<file path="config.mk">
export PLATFORM = sky130hd
export DESIGN_NAME = spi_slave_rx
export DESIGN_NICKNAME = d
export VERILOG_FILES = /design/src/rtl/spi_pkg.sv /design/src/rtl/spi_sync_edge.sv /design/src/rtl/spi_slave_rx.sv
export SDC_FILE = /design/constraint.sdc
export NUM_CORES = 1
export LEC_CHECK = 0
export ABC_CLOCK_PERIOD_IN_PS = 2500
export BUFFER_PORTS_ARGS = -buffer_cell sky130_fd_sc_hd__buf_2
export CORE_MARGIN = 4
export CORE_UTILIZATION = 56
export DETAILED_ROUTE_END_ITERATION = 8
export GPL_TIMING_DRIVEN = 0
export PLACE_DENSITY_LB_ADDON = 0.2
export SETUP_SLACK_MARGIN = 0.2
export SLEW_MARGIN = 0
export SYNTH_ARGS = -nofsm -noshare
export SYNTH_HDL_FRONTEND = slang
export SYNTH_SLANG_ARGS = --single-unit
</file>
<file path="constraint.sdc">
create_clock -name clk -period 2.5 [get_ports clk]
set_input_delay 0.125 -clock clk [delete_from_list [all_inputs] [get_ports clk]]
set_output_delay 0.125 -clock clk [all_outputs]
set_load 0.005 [all_outputs]
</file>
<file path="src/rtl/spi_pkg.sv">
// spi_pkg: constants and types shared by the SPI slave receiver.
//   SPI_DATA_W           default frame width; matches the 16-bit master.
//   CPOL_IDX / CPHA_IDX  bit positions inside the 2-bit spi_mode word.
//   SPI_MODE0..3         the four standard mode encodings.
//   spi_state_t          slave frame state machine encoding.
package spi_pkg;

  localparam int SPI_DATA_W = 16;

  localparam int CPOL_IDX = 1;
  localparam int CPHA_IDX = 0;

  localparam logic [1:0] SPI_MODE0 = 2'd0;  // CPOL=0, CPHA=0
  localparam logic [1:0] SPI_MODE1 = 2'd1;  // CPOL=0, CPHA=1
  localparam logic [1:0] SPI_MODE2 = 2'd2;  // CPOL=1, CPHA=0
  localparam logic [1:0] SPI_MODE3 = 2'd3;  // CPOL=1, CPHA=1

  typedef enum logic [1:0] {
    WAIT_DESEL = 2'd0,
    IDLE       = 2'd1,
    SHIFT      = 2'd2,
    HOLD       = 2'd3
  } spi_state_t;

endpackage

</file>
<file path="src/rtl/spi_sync_edge.sv">
// spi_sync_edge: multi-stage synchronizer for an asynchronous input, with
// single-cycle rise/fall pulses derived from the synchronized level.
//   clk    system clock
//   rst    synchronous, active-low reset (all stages load RST_VAL)
//   din    asynchronous input
//   sync   synchronized level (STAGES clk cycles behind din)
//   rise   one-cycle pulse when sync goes 0->1
//   fall   one-cycle pulse when sync goes 1->0
module spi_sync_edge #(
  parameter int   STAGES  = 2,
  parameter logic RST_VAL = 1'b0
) (
  input  logic clk,
  input  logic rst,
  input  logic din,
  output logic sync,
  output logic rise,
  output logic fall
);

  logic [STAGES-1:0] sync_reg;
  logic              prev_reg;

  always_ff @(posedge clk) begin
    if (!rst) begin
      sync_reg <= {STAGES{RST_VAL}};
      prev_reg <= RST_VAL;
    end else begin
      sync_reg[0] <= din;
      for (int i = 1; i < STAGES; i++) begin
        sync_reg[i] <= sync_reg[i-1];
      end
      prev_reg <= sync_reg[STAGES-1];
    end
  end

  assign sync = sync_reg[STAGES-1];
  assign rise = sync & ~prev_reg;
  assign fall = ~sync & prev_reg;

endmodule

</file>
<file path="src/rtl/spi_slave_rx.sv">
// spi_slave_rx: oversampling SPI slave, all four modes, MSB first.
// sclk, mosi and ss_n are synchronized into clk with equal depth, so mosi is
// sampled with the same delay as the sclk edge that qualifies it.
//   clk        system clock
//   rst        synchronous, active-low reset
//   spi_mode   [1]=CPOL [0]=CPHA, latched at frame start
//   ss_n       slave select, active low
//   sclk/mosi  SPI clock and data from the master
//   miso       reply bit, 0 while not selected
//   tx_data    reply word, latched at frame start
//   rx_data    last complete received word
//   rx_valid   one-cycle pulse when rx_data updates
//   busy       high in SHIFT or HOLD
//   frame_err  one-cycle pulse on a short or overrun frame
module spi_slave_rx
  import spi_pkg::*;
#(
  parameter int DATA_W      = SPI_DATA_W,
  parameter int SYNC_STAGES = 2
) (
  input  logic              clk,
  input  logic              rst,
  input  logic [1:0]        spi_mode,
  input  logic              ss_n,
  input  logic              sclk,
  input  logic              mosi,
  output logic              miso,
  input  logic [DATA_W-1:0] tx_data,
  output logic [DATA_W-1:0] rx_data,
  output logic              rx_valid,
  output logic              busy,
  output logic              frame_err
);

  localparam int               CNT_W    = $clog2(DATA_W + 1);
  localparam logic [CNT_W-1:0] LAST_BIT = CNT_W'(DATA_W - 1);

  // ---------------- input synchronization ----------------
  logic sclk_sync, sclk_rise, sclk_fall;
  logic ss_sync, ss_rise, ss_fall;
  logic [SYNC_STAGES-1:0] mosi_sync_reg;
  logic mosi_sync;

  spi_sync_edge #(.STAGES(SYNC_STAGES), .RST_VAL(1'b0)) u_sclk_sync (
    .clk  (clk),
    .rst  (rst),
    .din  (sclk),
    .sync (sclk_sync),
    .rise (sclk_rise),
    .fall (sclk_fall)
  );

  // ss_n resets to "selected" so a frame already in flight at reset release
  // is never mistaken for a fresh one; the FSM waits for a real deselect.
  spi_sync_edge #(.STAGES(SYNC_STAGES), .RST_VAL(1'b0)) u_ss_sync (
    .clk  (clk),
    .rst  (rst),
    .din  (ss_n),
    .sync (ss_sync),
    .rise (ss_rise),
    .fall (ss_fall)
  );

  always_ff @(posedge clk) begin
    if (!rst) begin
      mosi_sync_reg <= '0;
    end else begin
      mosi_sync_reg[0] <= mosi;
      for (int i = 1; i < SYNC_STAGES; i++) begin
        mosi_sync_reg[i] <= mosi_sync_reg[i-1];
      end
    end
  end

  assign mosi_sync = mosi_sync_reg[SYNC_STAGES-1];

  // ---------------- state ----------------
  spi_state_t        state_reg,     state_next;
  logic [1:0]        mode_reg,      mode_next;
  logic [DATA_W-1:0] tx_sr_reg,     tx_sr_next;
  logic [DATA_W-2:0] rx_sr_reg,     rx_sr_next;
  logic [CNT_W-1:0]  bit_cnt_reg,   bit_cnt_next;
  logic              first_reg,     first_next;
  logic              overrun_reg,   overrun_next;
  logic              miso_reg,      miso_next;
  logic [DATA_W-1:0] rx_data_reg,   rx_data_next;
  logic              rx_valid_reg,  rx_valid_next;
  logic              frame_err_reg, frame_err_next;

  // Leading edge leaves the CPOL idle level, trailing edge returns to it.
  logic sclk_edge, cpol, cpha, lead_edge, trail_edge, sample_edge, shift_edge;
  logic [DATA_W-1:0] rx_shifted;

  assign sclk_edge   = sclk_rise | sclk_fall;
  assign cpol        = mode_reg[CPOL_IDX];
  assign cpha        = mode_reg[CPHA_IDX];
  assign lead_edge   = sclk_edge & (sclk_sync != cpol);
  assign trail_edge  = sclk_edge & (sclk_sync == cpol);
  assign sample_edge = cpha ? trail_edge : lead_edge;
  assign shift_edge  = cpha ? lead_edge  : trail_edge;
  assign rx_shifted  = {rx_sr_reg, mosi_sync};

  always_ff @(posedge clk) begin
    if (!rst) begin
      state_reg     <= WAIT_DESEL;
      mode_reg      <= '0;
      tx_sr_reg     <= '0;
      rx_sr_reg     <= '0;
      bit_cnt_reg   <= '0;
      first_reg     <= 1'b0;
      overrun_reg   <= 1'b0;
      miso_reg      <= 1'b0;
      rx_data_reg   <= '0;
      rx_valid_reg  <= 1'b0;
      frame_err_reg <= 1'b0;
    end else begin
      state_reg     <= state_next;
      mode_reg      <= mode_next;
      tx_sr_reg     <= tx_sr_next;
      rx_sr_reg     <= rx_sr_next;
      bit_cnt_reg   <= bit_cnt_next;
      first_reg     <= first_next;
      overrun_reg   <= overrun_next;
      miso_reg      <= miso_next;
      rx_data_reg   <= rx_data_next;
      rx_valid_reg  <= rx_valid_next;
      frame_err_reg <= frame_err_next;
    end
  end

  always_comb begin
    state_next     = state_reg;
    mode_next      = mode_reg;
    tx_sr_next     = tx_sr_reg;
    rx_sr_next     = rx_sr_reg;
    bit_cnt_next   = bit_cnt_reg;
    first_next     = first_reg;
    overrun_next   = overrun_reg;
    miso_next      = miso_reg;
    rx_data_next   = rx_data_reg;
    rx_valid_next  = 1'b0;
    frame_err_next = 1'b0;

    unique case (state_reg)
      WAIT_DESEL: begin
        miso_next = 1'b0;
        if (ss_sync) begin
          state_next = IDLE;
        end
      end

      IDLE: begin
        miso_next    = 1'b0;
        overrun_next = 1'b0;
        if (ss_fall) begin
          mode_next    = spi_mode;
          tx_sr_next   = tx_data;
          rx_sr_next   = '0;
          bit_cnt_next = '0;
          first_next   = 1'b1;
          // CPHA=0: the master samples on the first edge, so the MSB must
          // already be on the line; CPHA=1 drives it on the first edge.
          miso_next    = spi_mode[CPHA_IDX] ? 1'b0 : tx_data[DATA_W-1];
          state_next   = SHIFT;
        end
      end

      SHIFT: begin
        if (ss_rise) begin
          frame_err_next = 1'b1;
          miso_next      = 1'b0;
          state_next     = IDLE;
        end else begin
          if (shift_edge) begin
            if (cpha && first_reg) begin
              miso_next  = tx_sr_reg[DATA_W-1];
              first_next = 1'b0;
            end else begin
              tx_sr_next = {tx_sr_reg[DATA_W-2:0], 1'b0};
              miso_next  = tx_sr_reg[DATA_W-2];
            end
          end
          if (sample_edge) begin
            rx_sr_next   = rx_shifted[DATA_W-2:0];
            bit_cnt_next = bit_cnt_reg + 1'b1;
            if (bit_cnt_reg == LAST_BIT) begin
              rx_data_next  = rx_shifted;
              rx_valid_next = 1'b1;
              miso_next     = 1'b0;
              state_next    = HOLD;
            end
          end
        end
      end

      HOLD: begin
        miso_next = 1'b0;
        if (ss_rise) begin
          frame_err_next = overrun_reg;
          overrun_next   = 1'b0;
          state_next     = IDLE;
        end else if (sample_edge) begin
          overrun_next = 1'b1;
        end
      end

      default: begin
        state_next = WAIT_DESEL;
      end
    endcase
  end

  assign miso      = miso_reg;
  assign rx_data   = rx_data_reg;
  assign rx_valid  = rx_valid_reg;
  assign frame_err = frame_err_reg;
  assign busy      = (state_reg == SHIFT) || (state_reg == HOLD);

endmodule

</file>
# Yosys cells after proc, flatten, opt, wreduce, memory -nomap -nowiden
# Index checks and enable logic that the tools add are counted.
# word_totals
regBits,69
in_bits,23
word_cells,105
# op_classes
n_addsub,1
n_eq_ne,17
muxes,42
n_bitwise,15
reduce_logical,14
# op_table
cell,n
16-bit 2-to-1 mux,4
15-bit 2-to-1 mux,3
16-bit case mux with 2 select lines,1
15-bit case mux with 2 select lines,1
1-bit 2-to-1 mux,18
5-bit 2-to-1 mux,3
5-bit AND reduction,3
"2-bit != test, second input constant",7
2-bit 2-to-1 mux,6
5-bit case mux with 2 select lines,1
"3-bit != test, second input constant",3
1-bit inverter,8
2-bit case mux with 4 select lines,1
4-bit AND reduction,2
1-bit bitwise AND,6
1-bit case mux with 2 select lines,3
"5-bit by 1-bit adder with 5-bit output, second input constant",1
"5-bit by 4-bit == test with 1-bit output, second input constant",1
"2-bit == test, second input constant",2
2-bit AND reduction,2
2-bit nonzero test,2
4-bit OR reduction,1
1-bit case mux with 3 select lines,1
"2-bit by 1-bit == test with 1-bit output, second input constant",1
8 further kinds,8

# Depth between registers and ports, before layout
# depth
ltp_word,10
mapped_depth,10
ltp_nobuf,7

# Modules after synthesis
# From an unflattened synthesis, not the netlist that was laid out.
# unflattened
cells_unflattened,258
area_unflattened_um2,2808.9
# modules_own_cells
module,n_inst,cells_each,area_each_um2
spi_slave_rx,1,242,2626.3
spi_sync_edge,2,8,91.3

# Worst setup path after synthesis
# Ideal clock, no wire load.
# synth_path
path_type,register to register
startpoint,register state_reg[0]
endpoint,register bit_cnt_reg[4]
setup_time_ps,117
t_arrival_ps,1905
required_ps,2383
setup_slack_ps,478
stages_incl_launch_ff,11
cell_sequence,dfxtp_1 > inv_1 > ha_1 > clkbuf_1 > nor2b_1 > a22o_1 > and2_4 > and3_4 > buf_6 > buf_6 > a22o_1
# synth_via
elab_chain_len,3
word_cells_on_any_way,8
classes_between,eq/ne (5); mux (1); reduce/logical (2)
# synth_lines
element,line,source
from (decl),spi_slave_rx.sv:78,"spi_state_t state_reg, state_next;"
from (signal assigned),spi_slave_rx.sv:117,state_reg <= state_next;
2-bit == test or 2-bit by 1-bit == test with 1-bit output (tied branches),spi_slave_rx.sv:144,unique case (state_reg)
2-bit != test (no line) or 2-bit nonzero test (tied branches),n/a,
4-bit AND reduction (no line),n/a,
to (signal assigned),spi_slave_rx.sv:121,bit_cnt_reg <= bit_cnt_next;
to (decl),spi_slave_rx.sv:82,"logic [CNT_W-1:0] bit_cnt_reg, bit_cnt_next;"
# Parallel ways exist; a longest one is shown, timed or not.
# A chain may end at the register's enable or synchronous reset.

# Final worst setup path
# layout_path
startpoint,register state_reg[0]
endpoint,register rx_sr_reg[8]
# layout_via
elab_chain_len,3
word_cells_on_any_way,8
classes_between,eq/ne (5); mux (1); reduce/logical (2)
# layout_lines
element,line,source
2-bit == test or 2-bit by 1-bit == test with 1-bit output (tied branches),spi_slave_rx.sv:144,
2-bit != test (no line) or 2-bit nonzero test (tied branches),n/a,
4-bit AND reduction (no line),n/a,
to (signal assigned),spi_slave_rx.sv:120,rx_sr_reg <= rx_sr_next;
to (decl),spi_slave_rx.sv:81,"logic [DATA_W-2:0] rx_sr_reg, rx_sr_next;"
# Parallel ways exist; a longest one is shown, timed or not.

==> results.tsv <==
stage	metric	value	unit
outcome	status	finished, final reports clean	
setup_path	reg2reg_slack	0.34	ns
die	die_height	79.1	um
die	die_area	6260	um2
setup_path	regToRegEndpoint	rx_sr_reg[8]	
synth	async_reset_ff_share	0	%
die	core-area	4820	um2
cells_and_area	fin_cells	413	
synth	synth_seq_cells	69	
setup_path	required	2.73	ns
synth	syn_area_per_cell	9.94	um2
die	ioPinCount	43	
timing	relSlewSlack	63.8	%
cells_and_area	area_delta_synth_final	19.4	%
synth	synth.distinct_cells	38	
drt	avgRoutedWirePerCell	13.3	um
global_routing	first_global_vias	2047	
timing	fin_crit	2.16	ns
pwr	p_per_area	664	nW/um2
setup_path	crit_fanout	10	
min_path	hold_depth	3	
setup_path	r2r_cells	10	
clock_tree	clock-sinks	69	
clock_tree	cts_buffer_depth	2	
synth	synth_area	2830	um2
setup_path	arrival	2.39	ns
min_path	hold_class	input port to flop	
synth	yosysWarningCount	0	
cells_and_area	layout-drive-gt1-share	22.8	%
run	drv_cap	0	
synth	syn_nets	315	
drt	route.vias.total	2160	
clock_tree	postCtsSetupRepairBufs	0	
die	row_count	25	
global_routing	grt_use_total	19.4	%
placement	post-place-cells	393	
drt	drtPass1Iterations	4	
placement	io_buffers	41	
drt	ant_nets	0	
pwr	ir_drop	0.390	mV
synth	synth_edf_count	0	
clock_tree	cts_tree	built	
timing	fin_setup_tns	0	ns
timing	hold_viol_final	0	
placement	gp_congestion	0.788	
drt	vias_per_cell	5.23	
timing	finalSetupViolCount	0	
cells_and_area	diodes	0	
drt	drc_errors	0	
timing	min_period_over_period	86.4	%
pwr	power_leakage	1.55	nW
clock_tree	numCtsBuffers	9	
die	die_x	79.1	um
setup_path	cp-end-kind	flop	
global_routing	antenna_found_initial	0	
pwr	p_total	2.25	mW
min_path	hold_start	tx_data[15]	
clock_tree	clock_latency	0.34	ns
timing	rsz0062_at_grt	false	
global_routing	grt_overflow	0	
clock_tree	clockRootBuffer	clkbuf_8	
cells_and_area	num-fill-cells	415	
synth	yosysSeqAreaShare	48.7	%
synth	synth_flop_cell	dfxtp_1	
global_routing	grt_pass1_wl	9460	um
cells_and_area	fin_nets	371	
drt	wirelength	5490	um
clock_tree	clk_pin_slew	0.07	ns
timing	fmax	0.463	GHz
timing	worstMarginPinSlew	0.538	ns
drt	drt_iter0_markers	103	
timing	fin_worst_skew	0.00780	ns
setup_path	rr_startpoint	state_reg[0]	
min_path	min_delay_worst_endpoint	miso	
global_routing	grt_max_degree	13	
synth	synthesis.instances	285	
die	start_util	58.8	%
placement	place_hpwl	3870	um
timing	drv_slew	0	
setup_path	critical_path_class	flop to flop	
clock_tree	h-tree-depth	3	
setup_path	start_kind	flop	
==> Yosys cell counts (2+ instances only) <==
cell	number	area, um2
dfxtp_1	69	1380
nand2_1	55	206
a22o_1	18	158
mux2i_1	17	170
o211a_1	15	150
a21boi_0	10	75.1
and2_1	10	62.6
a21boi_1	9	67.6
buf_2	8	40.0
clkbuf_1	7	26.3
ha_1	7	87.6
inv_1	7	26.3
nand3_1	7	35.0
nor2_1	5	18.8
nor2b_1	4	25.0
o21ai_0	4	20.0
a21oi_1	3	15.0
mux2_2	3	33.8
nand2b_1	3	18.8
and3_1	2	12.5
buf_6	2	22.5
nand3b_1	2	15.0
nand4_1	2	12.5
xor2_1	2	17.5
==> how the worst max path moves through the flow <==
stage / start / to / slack [ns] / cells after the start
final: state_reg[0] / rx_sr_reg[8] / 0.34 / 10
after floorplan: state_reg[0] / bit_cnt_reg[4] / 0.48 / 10
after detailed placement: state_reg[0] / rx_sr_reg[12] / 0.31 / 9
after global routing: state_reg[0] / rx_sr_reg[8] / 0.25 / 10
after global placement: state_reg[0] / rx_sr_reg[12] / 0.32 / 9
after CTS: state_reg[0] / busy / 0.24 / 7
==> cell type report <==
class                   count  area (um2)  share of cell area (%)
repair buffers             45         245                    7.25
inverters                   7        26.3                   0.776
plain buffers              18         101                    2.99
multi-input cells         191        1340                    39.4
clock buffers              11         151                    4.47
clock inverters             5        58.8                    1.74
flip-flops and latches     69        1380                    40.9
well taps                  67        83.8                    2.48
==> metrics by stage <==
stage	cell area [um2]	hold slack, ns	util (%)	worst slack [ns]
after floorplan	2830	0.226	-	0.478
after global placement	3120	0.333	64.8	0.325
after detailed placement	3120	0.336	64.8	0.309
after CTS	3370	0.0505	70.0	0.239
after global routing	3380	0.0516	70.3	0.247
final	3380	0.0648	70.3	0.341
==> kinds of logic after synthesis <==
family	share of synthesized area [%]
AO/OA/AOI/OAI	18.6
XOR/XNOR	1.19
adder cells (fa/ha/maj)	3.09
buffers and inverters	4.33
flip-flops	48.7
multiplexers	7.99
AND/OR/NAND/NOR	16.1
==> layer usage <==
layer / vias to the layer above / global-route usage [%] / routed length (um)
li1: 1102 / - / -
met1: 991 / 24.6 / 2570
met2: 61 / 30.3 / 2530
met3: 6 / 6.80 / 297
met4: 0 / 7.56 / 82
met5: - / 0 / 0
==> report_power, final <==
group	leakage, nW	switching (mW)	internal [mW]
Sequential	0.558	0.0147	1.12
Combinational	0.893	0.0992	0.0843
Clock	0.102	0.415	0.515
Total	1.55	0.529	1.72
==> critical path: stages (launching register included) <==
cell      delay [ns]
dfxtp_2         0.36
inv_1           0.08
ha_1            0.19
clkbuf_1        0.16
nor2b_1         0.16
a22o_1          0.26
and2_4          0.19
and3_4          0.17
buf_6           0.13
buf_6           0.13
a22o_1          0.23
==> placed cells by master, fill, tap and decap left out, drive strengths merged, types with 7 or more instances in the layout <==
| master | netlist | final |
|---|---|---|
| ha | 7 | 7 |
| inv | 7 | 7 |
| nand3 | 7 | 7 |
| o211a | 15 | 15 |
| and2 | 11 | 11 |
| buf | 11 | 51 |
| a22o | 18 | 18 |
| a21boi | 19 | 19 |
| nand2 | 55 | 55 |
| dfxtp | 69 | 69 |
| clkbuf | 7 | 19 |
| mux2i | 18 | 18 |
==> repair_timing <==
item                                    4_1_cts  5_1_grt
hold buffers                                  4        0
endpoints found under the setup margin        0       11
resized for setup                             0        5
endpoints found under the hold margin         4        0
Note: power is estimated with default switching activity, not from simulation.
